$ cat src/rtl/evu_pkg.sv
// Shared types and constants for the event unit arbiter slice.
package evu_pkg;

   localparam int EVU_NUM_CH = 4;
   localparam int EVU_CNT_W  = 4;
   localparam int EVU_ASID_W = 16;
   localparam int EVU_PRIV_W = 2;
   localparam int EVU_INFO_W = EVU_PRIV_W + EVU_ASID_W;
   localparam int EVU_ID_W   = $clog2(EVU_NUM_CH);

   // Privilege level encoding carried in the top bits of the info word.
   typedef enum logic [EVU_PRIV_W-1:0] {
      PRIV_M = 2'b01,
      PRIV_S = 2'b10,
      PRIV_U = 2'b11
   } evu_priv_e;

   // Event packet at default sizing.
   typedef struct packed {
      logic [EVU_ID_W-1:0]   id;
      logic [EVU_INFO_W-1:0] info;
   } evu_pkt_t;

endpackage

$ cat src/rtl/evu_rr_arbiter.sv
// Combinational round-robin pick: first requester after ptr, wrapping.
module evu_rr_arbiter
   import evu_pkg::*;
#(
   parameter int N = EVU_NUM_CH
) (
   input  logic [N-1:0]         req,
   input  logic [$clog2(N)-1:0] ptr,
   output logic [$clog2(N)-1:0] gnt_idx,
   output logic                 gnt_vld
);

   localparam int IDW = $clog2(N);

   logic [IDW-1:0] idx;

   // Scan ptr+1 .. ptr+N (mod N); the first hit wins, so ptr itself is last.
   always_comb begin
      gnt_idx = '0;
      gnt_vld = 1'b0;
      idx     = '0;
      for (int i = 1; i <= N; i++) begin
         idx = IDW'((int'(ptr) + i) % N);
         if (!gnt_vld && req[idx]) begin
            gnt_idx = idx;
            gnt_vld = 1'b1;
         end
      end
   end

endmodule

$ cat src/rtl/evu_event_arbiter.sv
// Event arbiter: per-channel saturating pending counters feeding a
// round-robin arbitrated single-entry output register (valid/ready).
module evu_event_arbiter
   import evu_pkg::*;
#(
   parameter int NUM_CH = EVU_NUM_CH,
   parameter int CNT_W  = EVU_CNT_W,
   parameter int INFO_W = EVU_INFO_W
) (
   input  logic                      clk_i,
   input  logic                      rst_ni,
   input  logic                      en_i,
   input  logic                      flush_i,
   input  logic [NUM_CH-1:0]         event_i,
   input  logic [INFO_W-1:0]         info_i,
   output logic                      evt_valid_o,
   input  logic                      evt_ready_i,
   output logic [$clog2(NUM_CH)-1:0] evt_id_o,
   output logic [INFO_W-1:0]         evt_info_o,
   output logic [NUM_CH-1:0]         pending_o,
   output logic [NUM_CH-1:0]         ovf_o,
   input  logic                      ovf_clr_i
);

   localparam int ID_W = $clog2(NUM_CH);

   typedef struct packed {
      logic [ID_W-1:0]   id;
      logic [INFO_W-1:0] info;
   } pkt_t;

   logic [NUM_CH-1:0][CNT_W-1:0]  cnt_q;
   logic [NUM_CH-1:0][INFO_W-1:0] info_q;
   logic [NUM_CH-1:0]             inc, dec, req, sat, ovf_set;
   logic [NUM_CH-1:0]             ovf_q;
   logic [ID_W-1:0]               ptr_q, gnt_idx;
   logic                          gnt_vld, load, valid_q;
   pkt_t                          pkt_q, pkt_d;

   // Grant is computed only from registered counters, never same-cycle incs.
   evu_rr_arbiter #(.N(NUM_CH)) u_rr (
      .req     (req),
      .ptr     (ptr_q),
      .gnt_idx (gnt_idx),
      .gnt_vld (gnt_vld)
   );

   // The output slot is free when empty or being drained this cycle.
   assign load = (!valid_q || evt_ready_i) && gnt_vld && !flush_i;

   for (genvar c = 0; c < NUM_CH; c++) begin : g_ch
      assign inc[c]     = event_i[c] & en_i;
      assign dec[c]     = load && (gnt_idx == ID_W'(c));
      assign req[c]     = |cnt_q[c];
      assign sat[c]     = &cnt_q[c];
      // Flush swallows the inc, so it cannot overflow either.
      assign ovf_set[c] = inc[c] & ~dec[c] & sat[c] & ~flush_i;

      // Pending counter: saturating up, down only when granted (never from 0).
      always_ff @(posedge clk_i or negedge rst_ni) begin
         if (!rst_ni)                         cnt_q[c] <= '0;
         else if (flush_i)                    cnt_q[c] <= '0;
         else if (inc[c] && !dec[c] && !sat[c]) cnt_q[c] <= cnt_q[c] + 1'b1;
         else if (dec[c] && !inc[c])          cnt_q[c] <= cnt_q[c] - 1'b1;
      end

      // Latest context info seen on this channel.
      always_ff @(posedge clk_i or negedge rst_ni) begin
         if (!rst_ni)     info_q[c] <= '0;
         else if (inc[c]) info_q[c] <= info_i;
      end
   end

   // A same-cycle capture on the granted channel bypasses its latch.
   always_comb begin
      pkt_d.id   = gnt_idx;
      pkt_d.info = inc[gnt_idx] ? info_i : info_q[gnt_idx];
   end

   // Output register plus round-robin pointer; id/info held while stalled.
   always_ff @(posedge clk_i or negedge rst_ni) begin
      if (!rst_ni) begin
         valid_q <= 1'b0;
         pkt_q   <= '0;
         ptr_q   <= ID_W'(NUM_CH - 1);
      end else if (load) begin
         valid_q <= 1'b1;
         pkt_q   <= pkt_d;
         ptr_q   <= gnt_idx;
      end else if (valid_q && evt_ready_i) begin
         valid_q <= 1'b0;
      end
   end

   // Sticky overflow; a new overflow beats a same-cycle clear.
   always_ff @(posedge clk_i or negedge rst_ni) begin
      if (!rst_ni) ovf_q <= '0;
      else         ovf_q <= (ovf_clr_i ? '0 : ovf_q) | ovf_set;
   end

   assign evt_valid_o = valid_q;
   assign evt_id_o    = pkt_q.id;
   assign evt_info_o  = pkt_q.info;
   assign pending_o   = req;
   assign ovf_o       = ovf_q;

endmodule

$ cat config.mk
export PLATFORM = sky130hd
export DESIGN_NAME = evu_event_arbiter
export DESIGN_NICKNAME = d
export VERILOG_FILES = /design/src/rtl/evu_pkg.sv /design/src/rtl/evu_rr_arbiter.sv /design/src/rtl/evu_event_arbiter.sv
export SDC_FILE = /design/constraint.sdc
export NUM_CORES = 1
export LEC_CHECK = 0
export CAP_MARGIN = 25
export CORE_MARGIN = 2
export CORE_UTILIZATION = 50
export CTS_CLUSTER_SIZE = 30
export DETAILED_ROUTE_END_ITERATION = 12
export PLACE_DENSITY = 0.71
export SLEW_MARGIN = 15
export SYNTH_ARGS = -nofsm -noshare
export SYNTH_HDL_FRONTEND = slang
export SYNTH_HIERARCHICAL = 1
export SYNTH_SLANG_ARGS = --single-unit
$ cat constraint.sdc
create_clock -name clk_i -period 6.7 [get_ports clk_i]
set_clock_uncertainty 0.05 [all_clocks]
set_input_delay 2.01 -clock clk_i [delete_from_list [all_inputs] [get_ports clk_i]]
set_output_delay 2.01 -clock clk_i [all_outputs]
set_load 0.005 [all_outputs]
==> flow_summary.json <==
{
  "drv_cap": 0,
  "synthSimpleGateAreaFrac_pct": 12.8,
  "setup_tns_ns": 0,
  "fmax_ghz": 0.205,
  "fp.coreArea_um2": 11300,
  "stdcell_count": 697,
  "min_path_type": "flop to flop",
  "top_level_ports": 57,
  "mostFrequentLayoutCells": "dfrtp_1 (113), nand2_1 (91), clkdlybuf4s50_1 (55)",
  "first_global_vias": 4066,
  "synth.distinct_cells": 50,
  "cp.required_ns": 6.98,
  "numPortBuffers": 56,
  "synth_xor_area_share_pct": 1.22,
  "htreeDepth": 4,
  "antennaDiodeCount": 0,
  "p_per_area_nw_per_um2": 557,
  "die_area_um2": 12400,
  "p_int_uw": 2550,
  "synth-async-reset-ratio_pct": 100,
  "setup_viol": 0,
  "critPathSlowestCell": "clkdlybuf4s50_1",
  "drcViolationCount": 0,
  "syn_nets": 520,
  "period_minus_slack_ns": 4.89,
  "crit_arrival_ns": 5.16,
  "p_leak_uw": 0.00324,
  "fin_nets": 581,
  "cp_slowest_stage_delay_ns": 0.61,
  "worst-setup-path-type": "input port to flop",
  "synth_top_family_by_area": "multiplexers",
  "grt_usage_pct": 21.0,
  "final_antenna_net_count": 0,
  "p_clk_share_pct": 24.5,
  "hold_viol": 0,
  "maxSlewViolCount": 0,
  "clk_latency_ns": 0.41,
  "antenna_found_initial": 0,
  "synth_warnings": 6,
  "pwr-share-comb_pct": 49.9,
  "final_core_util_pct": 62.1,
  "die_h_um": 111,
  "dp.cells": 664,
  "synth_seq_cells": 115,
  "routedWlPerCell_um": 17.2,
  "syn_inst": 480,
  "cp_top_family": "simple AND/OR/NAND/NOR gates",
  "worst_setup_path_start_kind": "input port",
  "switchingPower_uw": 1370,
  "cts_resized": 0,
  "cp_num_buf_inv": 2,
  "synth_mux_area_share_pct": 23.3,
  "layout_commonest_cell": "dfrtp_1",
  "avgSynthCellArea_um2": 12.0,
  "cp_max_fo": 12,
  "clock_sinks": 115,
  "cp_cell_sequence": "clkdlybuf4s50_1, and2_1, buf_8, o31a_1, nand2_1, ha_1, a21o_1, a21o_1, or4_1, a21o_1, a21oi_2",
  "rows": 39,
  "die_w_um": 111,
  "start_util_pct": 50.7,
  "via_per_inst": 5.55,
  "rsz0062_at_grt": "false",
  "post_dp_cell_area_um2": 6380,
  "fin_area_um2": 7030,
  "via_count": 3865,
  "status": "finished, final reports clean",
  "gp_congestion": 0.798,
  "synthAdderAreaFrac_pct": 3.14,
  "area_delta_synth_final_pct": 22.4,
  "synth-edff-count": 0,
  "worstSetupEndpointType": "flop",
  "layout-drive-gt1-share_pct": 21.3,
  "synth-main-ff-cell": "dfrtp_1",
  "synth_compound_area_share_pct": 5.47,
  "grt_pass1_wl_um": 20200,
  "cp_common_cell": "a21o_1",
  "drt-total-wl_um": 12000,
  "clk_pin_slew_ns": 0.05,
  "clk_path_buf_depth": 2,
  "peakVddDrop_mv": 0.404,
  "drt-initial-drc-count": 190,
  "cts-root-buf": "clkbuf_16",
  "min_period_over_period_pct": 72.9,
  "postCtsSetupBuffers": 0,
  "synthesis.area_um2": 5740,
  "cts_buffers": 17,
  "swShare_pct": 35.0,
  "first_pass_iters": 5,
  "cts_tree": "yes",
  "grt_max_degree": 59,
  "grt_overflow": 0,
  "synth_seq_area_share_pct": 50.2,
  "p_seq_share_pct": 25.6,
  "worst_pin_slew_ns": 1.04,
  "hpwl_um": 7710,
  "cts_hold_buf": 0,
  "relSlewSlack_pct": 30.8
}
==> worst paths after layout <==
check,start,endpoint,slack [ns],cells past startpoint
worst min-delay path,info_q[30],info_q[30],0.41,2
worst min register to register,info_q[30],info_q[30],0.41,2
max in group asynchronous,rst_ni,info_q[42],3.75,2
worst max-delay path,en_i,cnt_q[11],1.81,11
min in group asynchronous,rst_ni,evt_info_o[12],1.61,1
worst max register to register,cnt_q[1],cnt_q[11],2.20,14
==> metrics by stage <==
stage	hold WS, ns	total power (uW)	setup WS, ns
3_3_place_gp	0.401	2940	1.24
6_report	0.412	3920	1.81
2_1_floorplan	0.387	2540	2.70
3_5_place_dp	0.405	2990	1.32
5_1_grt	0.443	4190	1.67
4_1_cts	0.418	3970	1.78
==> cells in the mapped netlist (2+ instances only) <==
library cell	number	area [um2]
mux4_2	14	315
buf_2	3	15.0
a211oi_1	3	22.5
mux4_1	5	131
ha_1	8	100
dfstp_2	2	52.6
nor3_1	5	25.0
clkbuf_1	6	22.5
mux2_2	54	608
a21oi_2	2	17.5
nand2b_1	6	37.5
dfrtp_1	113	2830
a21o_1	9	67.6
o21ai_0	4	20.0
a22o_1	3	26.3
fa_1	4	80.1
xnor2_1	8	70.1
inv_1	15	56.3
a21oi_1	4	20.0
o21ai_1	18	90.1
clkbuf_8	3	41.3
nor3b_1	3	22.5
a31oi_1	3	18.8
mux2i_1	27	270
and2_1	3	18.8
nand4_1	4	25.0
nor2_1	21	78.8
nand3_1	5	25.0
nand2_1	91	342
buf_6	4	45.0
and3_1	2	12.5
or4_1	5	37.5
nor2b_1	5	31.3
buf_1	2	7.51
==> final cells by class <==
class	count	area (um2)
flip-flops and latches	115	2880
repair buffers	64	629
clock buffers	23	488
multi-input cells	328	2650
fillers	910	4290
well taps	143	179
inverters	15	56.3
clock inverters	9	150
==> state kept, by name (all words and copies together), names as in the netlist <==
name / flops
cnt_q: 16
evt_valid_o: 1
evt_id_o: 2
info_q: 72
ovf_o: 4
evt_info_o: 18
ptr_q: 2
==> worst min-delay path: stages, from the launching register on <==
cell and delay [ns]:
dfrtp_1 0.33, nand2_1 0.05, nand2_1 0.05
==> power groups by stage <==
stage          combinational [uW]  clock [uW]  sequential [uW]
2_1_floorplan                1550           0              987
3_3_place_gp                 1940           0             1000
3_5_place_dp                 1980           0             1010
4_1_cts                      1990         979             1000
5_1_grt                      2150        1010             1030
6_report                     1960         962             1000
==> layer usage <==
metal | routed length [um] | share of wire [%] | global-route usage (%) | vias up
met5 | 0 | 0 | 0 | -
met4 | 133 | 1.1 | 7.00 | 0
met3 | 404 | 3.4 | 5.69 | 12
met2 | 6030 | 50 | 34.8 | 69
met1 | 5400 | 45 | 26.9 | 1970
li1 | - | - | - | 1814
==> logic make-up after synthesis <==
logic type / after synthesis
simple gates: 158
xor+xnor: 8
buf+inv: 37
compound gates: 49
fa+ha+maj: 12
mux: 101
flops: 115
No activity file was read; power rests on OpenSTA's default activity.
